===== src/rtl/prga_fifo_rr_drain_pkg.sv =====
// prga_fifo_rr_drain_pkg: shared state encoding and width helper for the round-robin drain
package prga_fifo_rr_drain_pkg;
  typedef enum logic {IDLE = 1'b0, GRANT = 1'b1} state_t;
  function automatic int clog2_min1(input int n);
    return (n <= 2) ? 1 : $clog2(n);
  endfunction
endpackage


===== src/rtl/prga_rr_pick.sv =====
// prga_rr_pick: rotating priority encoder, first requester at or after ptr
module prga_rr_pick
  import prga_fifo_rr_drain_pkg::*;
#(
  parameter int NUM_SRC = 4,
  localparam int ID_WIDTH = clog2_min1(NUM_SRC)
) (
  input  logic [NUM_SRC-1:0]  req,
  input  logic [ID_WIDTH-1:0] ptr,
  output logic [ID_WIDTH-1:0] pick,
  output logic                any_req
);
  logic [NUM_SRC-1:0]  rot;
  logic [ID_WIDTH-1:0] off;
  logic [ID_WIDTH:0]   sum;
  // rotate requests so ptr sits at bit 0, find lowest set bit, then undo the rotation modulo NUM_SRC
  always_comb begin
    rot = NUM_SRC'({req, req} >> ptr);
    off = '0;
    for (int i = NUM_SRC - 1; i >= 0; i--)
      if (rot[i]) off = ID_WIDTH'(i);
    sum = {1'b0, ptr} + {1'b0, off};
    pick = (sum >= (ID_WIDTH+1)'(NUM_SRC)) ? ID_WIDTH'(sum - (ID_WIDTH+1)'(NUM_SRC)) : sum[ID_WIDTH-1:0];
    any_req = |req;
  end
endmodule


===== src/rtl/prga_fifo_rr_drain.sv =====
// prga_fifo_rr_drain: round-robin drain of lookahead FIFOs into one lookahead read port
module prga_fifo_rr_drain
  import prga_fifo_rr_drain_pkg::*;
#(
  parameter int DATA_WIDTH = 8,
  parameter int NUM_SRC = 4,
  parameter int MAX_BURST = 4,
  localparam int ID_WIDTH = clog2_min1(NUM_SRC),
  localparam int CW = $clog2(MAX_BURST + 1)
) (
  input  logic                          clk,
  input  logic                          rst,
  input  logic [NUM_SRC-1:0]            src_empty,
  input  logic [NUM_SRC*DATA_WIDTH-1:0] src_dout,
  output logic [NUM_SRC-1:0]            src_rd,
  output logic                          empty,
  input  logic                          rd,
  output logic [DATA_WIDTH-1:0]         dout,
  output logic [ID_WIDTH-1:0]           dout_id
);
  state_t              state;
  logic [ID_WIDTH-1:0] grant, ptr, pick, nxt;
  logic [CW-1:0]       cnt;
  logic                any_req, in_grant, pop, last;
  prga_rr_pick #(.NUM_SRC(NUM_SRC)) u_pick (
    .req     (~src_empty),
    .ptr     (ptr),
    .pick    (pick),
    .any_req (any_req)
  );
  // zero-latency head view of the granted source; pops are blocked during reset
  always_comb begin
    in_grant = state == GRANT;
    empty = in_grant ? src_empty[grant] : 1'b1;
    dout = in_grant ? src_dout[grant*DATA_WIDTH +: DATA_WIDTH] : '0;
    dout_id = in_grant ? grant : '0;
    pop = rd & ~empty & ~rst;
    src_rd = pop ? NUM_SRC'(1) << grant : '0;
    last = cnt == CW'(MAX_BURST - 1);
    nxt = (grant == ID_WIDTH'(NUM_SRC - 1)) ? '0 : grant + ID_WIDTH'(1);
  end
  // grant FSM: pick in IDLE, release on burst end or source empty, rotating ptr past the grantee
  always_ff @(posedge clk) begin
    if (rst) begin
      state <= IDLE;
      grant <= '0;
      ptr <= '0;
      cnt <= '0;
    end else if (state == IDLE) begin
      if (any_req) begin
        grant <= pick;
        cnt <= '0;
        state <= GRANT;
      end
    end else if ((pop && last) || src_empty[grant]) begin
      state <= IDLE;
      ptr <= nxt;
      cnt <= '0;
    end else if (pop) begin
      cnt <= cnt + CW'(1);
    end
  end
endmodule


===== config.mk =====
export PLATFORM = sky130hd
export DESIGN_NAME = prga_fifo_rr_drain
export DESIGN_NICKNAME = d
export VERILOG_FILES = /design/src/rtl/prga_fifo_rr_drain_pkg.sv /design/src/rtl/prga_rr_pick.sv /design/src/rtl/prga_fifo_rr_drain.sv
export SDC_FILE = /design/constraint.sdc
export NUM_CORES = 1
export LEC_CHECK = 0
export CAP_MARGIN = 30
export CORE_MARGIN = 5
export CORE_UTILIZATION = 32
export DETAILED_ROUTE_END_ITERATION = 10
export PLACE_DENSITY = 0.75
export SLEW_MARGIN = 20
export SYNTH_ARGS = -nofsm -noshare
export SYNTH_HDL_FRONTEND = slang
export SYNTH_SLANG_ARGS = --single-unit

===== constraint.sdc =====
create_clock -name clk -period 2.5 [get_ports clk]
set_clock_uncertainty 0.2 [all_clocks]
set_input_delay 0.5 -clock clk [delete_from_list [all_inputs] [get_ports clk]]
set_output_delay 0.5 -clock clk [all_outputs]
set_load 0.05 [all_outputs]

Word-level counts from Yosys, hierarchy flattened --
Cells that the tools add are included.
Cells by class: add/subtract/negate cells 4, order comparisons 2, equal/unequal tests 3, shifts and indexed selects 3, mux-type cells 19, bitwise operators 6, reductions and logical operators 7
Operators with widths (number):
- $shiftx A32 B6 Y8 | 1
- $mux W2 | 7
- $mux W3 | 4
- $mux W8 | 1
- $shr A8 B2 Y4 | 1
- $reduce_and A2 Y1 | 3
- $mux W1 | 5
- $mux W4 | 1
- $not A4 Y4 | 1
- $reduce_or A4 Y1 | 1
- $shl A1 B2 Y4 const A | 1
- $add A2 B2 Y3 | 1
- $add A3 B1 Y3 const B | 1
- $eq A3 B2 Y1 const B | 1
- $ge A3 B3 Y1 const B | 1
- $lt A2 B3 Y1 const B | 1
- $ne A3 B1 Y1 const B | 1
- $not A1 Y1 | 3
- $add A2 B1 Y2 const B | 1
- $and A1 B1 Y1 | 2
- $bmux W1 S2 | 1
- $eq A2 B2 Y1 const B | 1
- $reduce_bool A2 Y1 | 1
- $sub A2 B1 Y2 const B | 1
- other kinds (2) | 2
Storage, ports and cells: register bits after elaboration 8, bits of input ports 39, output and inout port bits 15, logic and storage cells 48

Depth between registers and ports, before layout --
depth in word-level cells 10, gate-level depth with buffers 9, gate-level depth less buffers 8

Hierarchy --
From an unflattened synthesis, not the netlist that was laid out.
Second synthesis, totals: cell total of the unflattened synthesis 102, area, all modules 945.9 sq um
Modules (own cells, without submodules):
- prga_fifo_rr_drain | instances 1, cells each 75, area each 767.0 sq um
- prga_rr_pick | instances 1, cells each 27, area each 178.9 sq um

Worst setup path before layout --
OpenSTA, ideal clock, no wires.
path type input to output, start point input src_empty[3], end point output src_rd[0], data arrival time 1.974 ns, slack -0.174 ns, cell stages on the path 6, cells stage by stage buf_6 mux4_2 nor2_2 inv_2 nor2_1 and2_1
On the way: word-level cells in the longest chain between the ends 7
RTL lines:
- start: declaration | line prga_fifo_rr_drain.sv:13 | input logic [NUM_SRC-1:0] src_empty,
- $bmux W1 S2 | line prga_fifo_rr_drain.sv:34 | empty = in_grant ? src_empty[grant] : 1'b1;
- $mux W1 (not written as such) | line prga_fifo_rr_drain.sv:34
- $mux W1 | line prga_fifo_rr_drain.sv:34
- net empty | line prga_fifo_rr_drain.sv:16 | output logic empty,
- $not A1 Y1 | line prga_fifo_rr_drain.sv:37 | pop = rd & ~empty & ~rst;
- $and A1 B1 Y1 (2 in series) | line prga_fifo_rr_drain.sv:37
- $mux W4 | line prga_fifo_rr_drain.sv:38 | src_rd = pop ? NUM_SRC'(1) << grant : '0;
- end: declaration | line prga_fifo_rr_drain.sv:15 | output logic [NUM_SRC-1:0] src_rd,
The timed path passes the listed nets, and every way through them passes these cells. The select of a mux whose other input is x is not followed.

Worst setup path after layout --
start point register grant[0], end point output src_rd[1]
On the way: word-level cells in the longest chain between the ends 7, elaborated cells between the ends (all ways) 8, those cells by class shift: 1; mux: 4; bitwise: 3
RTL lines:
- start: declaration | line prga_fifo_rr_drain.sv:22 | logic [ID_WIDTH-1:0] grant, ptr, pick, nxt;
- start signal: assignment | line prga_fifo_rr_drain.sv:51 | grant <= pick;
- $bmux W1 S2 | line prga_fifo_rr_drain.sv:34
- $mux W1 (not written as such) | line prga_fifo_rr_drain.sv:34
- $mux W1 | line prga_fifo_rr_drain.sv:34
- $not A1 Y1 | line prga_fifo_rr_drain.sv:37
- $and A1 B1 Y1 (2 in series) | line prga_fifo_rr_drain.sv:37
- $mux W4 * | line prga_fifo_rr_drain.sv:38
Every way passes the cells marked *; elsewhere a longest branch is shown, timed or not. The select of a mux whose other input is x is not followed.

==> impl_metrics.ini <==
[logic_synthesis]
synth_warnings = 0
synth_area_leaders = mux4_2, dfxtp_1, ha_1
syn_avg_cell_area_um2 = 8.843
ys_ff_latch = 8
synth_edf_count = 0
synth_top_area_share_pct = 22.25
netlist_instances = 103
synth.distinct_cells = 37
synth_nets = 149
synthesis.area_um2 = 910.9
yosys.area.top_type = mux4_2
async_reset_ff_share_pct = 0
synthFlopType = dfxtp_1
ys_seq_area_share_pct = 17.58

[drt]
vias_per_cell = 5.227
wl_um = 2816
wl_per_cell_um = 14.52
first_iter_violations = 34
top_layer = met4
post-route-drc-count = 0
wl_met1_um = 1134
first_pass_iters = 4
final_antenna_net_count = 0
vias = 1014
wl_met2_um = 1347
met3_length_um = 310

[clocking]
insertion_delay_ns = 0.25
clk_pin_slew_ns = 0.05
cts_root_buf = clkbuf_4
cts_inserted_buffers = 3
clock_path_buffers = 2
htree_levels = 1
numClockSinks = 8
cts_tree = yes
postCtsSetupRepairBufs = 0

[timing]
tns_ns = 0
max_freq_mhz = 412.4
finalHoldViolations = 0
finalHoldWorstSlack_ns = 0.3349
maxSlewViolCount = 0
max-slew-margin-rel_pct = 77.42
min_period_over_period_pct = 96.98
rsz0062_at_grt = true
finalSetupViolations = 0
worst_pin_slew_ns = 0.3383
min_period_ns = 2.425

[final_layout]
area_growth_pct = 72.66
drive_gt1_share_pct = 33.13
nFillCells = 242
finalNetCount = 211
final_cell_mix = clkdlybuf4s50_1, buf_4, nand2_1, nor2_1, mux4_2
final_common_cell = clkdlybuf4s50_1
diodes = 0

[critical_path]
critPathSlowestCell = mux4_2
path_class = reg -> out
r2r-start = ptr[0]
cp.depth = 6
rr_endpoint = grant[1]
cp_max_fo = 4
cp.required_ns = 1.80
crit_buf_inv = 2
path_cells = mux4_2, nor2_2, inv_2, nor2_4, and2_4, buf_12
reg2reg_slack_ns = 0.50
path_delay_family = multiplexers
r2r_cells = 8
cp-start-kind = flop
crit_path_end_kind = output pin
cp_slowest_stage_delay_ns = 0.53
arrival_ns = 1.72

[global_routing]
gr-total-overflow = 0
grt_pass1_wl_um = 4623
antenna_found_initial = 0
grt_max_degree = 13
grt_use_total_pct = 14.23
grt_pass1_vias = 1034

[min_path]
min_path_cells = 2
min_to = cnt[0]
hp-class = reg -> reg
min_from = cnt[0]

[die]
io_pins = 54
die_w_um = 63.35
initial_core_util_pct = 33.32
die_area_um2 = 4013
rows = 19
core_area_um2 = 2734
fp.dieH_um = 63.35

[run_status]
status = finished clean

[placed_design]
portBuffers = 53
place_congestion = 0.7634
hpwlAfterDp_um = 2430

[flow_run]
cap_violations = 0

[pwr]
p_leak_nw = 0.6493
ir_drop_mv = 0.2921
p_per_area_nw_per_um2 = 411.9
[registers in the layout (all words and copies together), names as in the netlist]
name	count
in_grant	1
cnt	3
ptr	2
grant	2
[synthesized netlist by cell type, drive strengths merged (2+ instances only)]
| master | n |
|---|---|
| nand2b | 2 |
| and2 | 12 |
| dfxtp | 8 |
| o211ai | 2 |
| nand4 | 2 |
| a22oi | 2 |
| a21o | 2 |
| mux4 | 9 |
| nor3 | 3 |
| o21ai | 2 |
| a21boi | 2 |
| nand2 | 9 |
| clkbuf | 3 |
| nor2 | 11 |
| ha | 7 |
| buf | 4 |
| a21oi | 3 |
| inv | 7 |
[per-stage QoR]
stage          power (mW)  cell area [µm²]  worst slack (ns)  utilization [%]  cells
2_1_floorplan      0.4018            915.9          -0.04608                -    103
3_3_place_gp       0.5514             1556           -0.3100            56.93    191
3_5_place_dp       0.5565             1556           -0.3413            56.93    191
4_1_cts            0.6582             1587          0.002091            58.03    194
5_1_grt            0.6938             1573         -0.005202            57.53    194
6_report           0.6478             1573           0.07540            57.53    194
[timing repair]
item / in CTS / in global routing
endpoints found under the setup margin: 5 / 12
gates cloned: 0 / 0
hold buffers: 0 / 0
pin swaps: 3 / 5
gates resized for setup: 16 / 4
[logic make-up after synthesis]
logic type / after synthesis / share of synthesized area (%)
buffers and inverters: 14 / 6.867
AO/OA/AOI/OAI: 18 / 14.28
flip-flops: 8 / 17.58
AND/OR/NAND/NOR: 45 / 27.34
multiplexers: 10 / 23.35
XOR/XNOR: 1 / 0.9617
adder cells (fa/ha/maj): 7 / 9.615
[layer usage]
layer / up-vias / global-route usage (%)
met4: 0 / 4.675
met2: 50 / 25.76
met1: 464 / 15.67
met5: - / 0
met3: 4 / 4.085
li1: 496 / -
[where the power goes]
| group | internal (mW) | switching [mW] |
|---|---|---|
| logic | 0.196 | 0.202 |
| clock network | 0.0548 | 0.0418 |
| registers | 0.140 | 0.0138 |
[area by class of cell]
type / count / area, µm² / share of cell area (%)
clock buffer: 3 / 22.52 / 1.432
inverter: 7 / 26.28 / 1.671
multi-input combinational: 81 / 705.7 / 44.87
sequential: 8 / 161.4 / 10.26
tap: 31 / 38.79 / 2.466
timing repair buffer: 64 / 618.1 / 39.30
[worst min-delay path: stages (launching register included)]
cell     delay (ns)
dfxtp_1        0.34
mux2i_1        0.08
nor2_1         0.07
[worst max path at each step]
| stage | startpoint | endpoint | slack, ns |
|---|---|---|---|
| 6_report | grant[0] | src_rd[1] | 0.08 |
| 3_5_place_dp | src_empty[3] | src_rd[1] | -0.34 |
| 4_1_cts | src_empty[2] | src_rd[1] | 0.002 |
| 3_3_place_gp | src_empty[3] | src_rd[1] | -0.31 |
| 2_1_floorplan | src_empty[3] | src_rd[0] | -0.05 |
| 5_1_grt | grant[0] | src_rd[3] | -0.005 |
No activity file was read; power rests on OpenSTA's default activity.
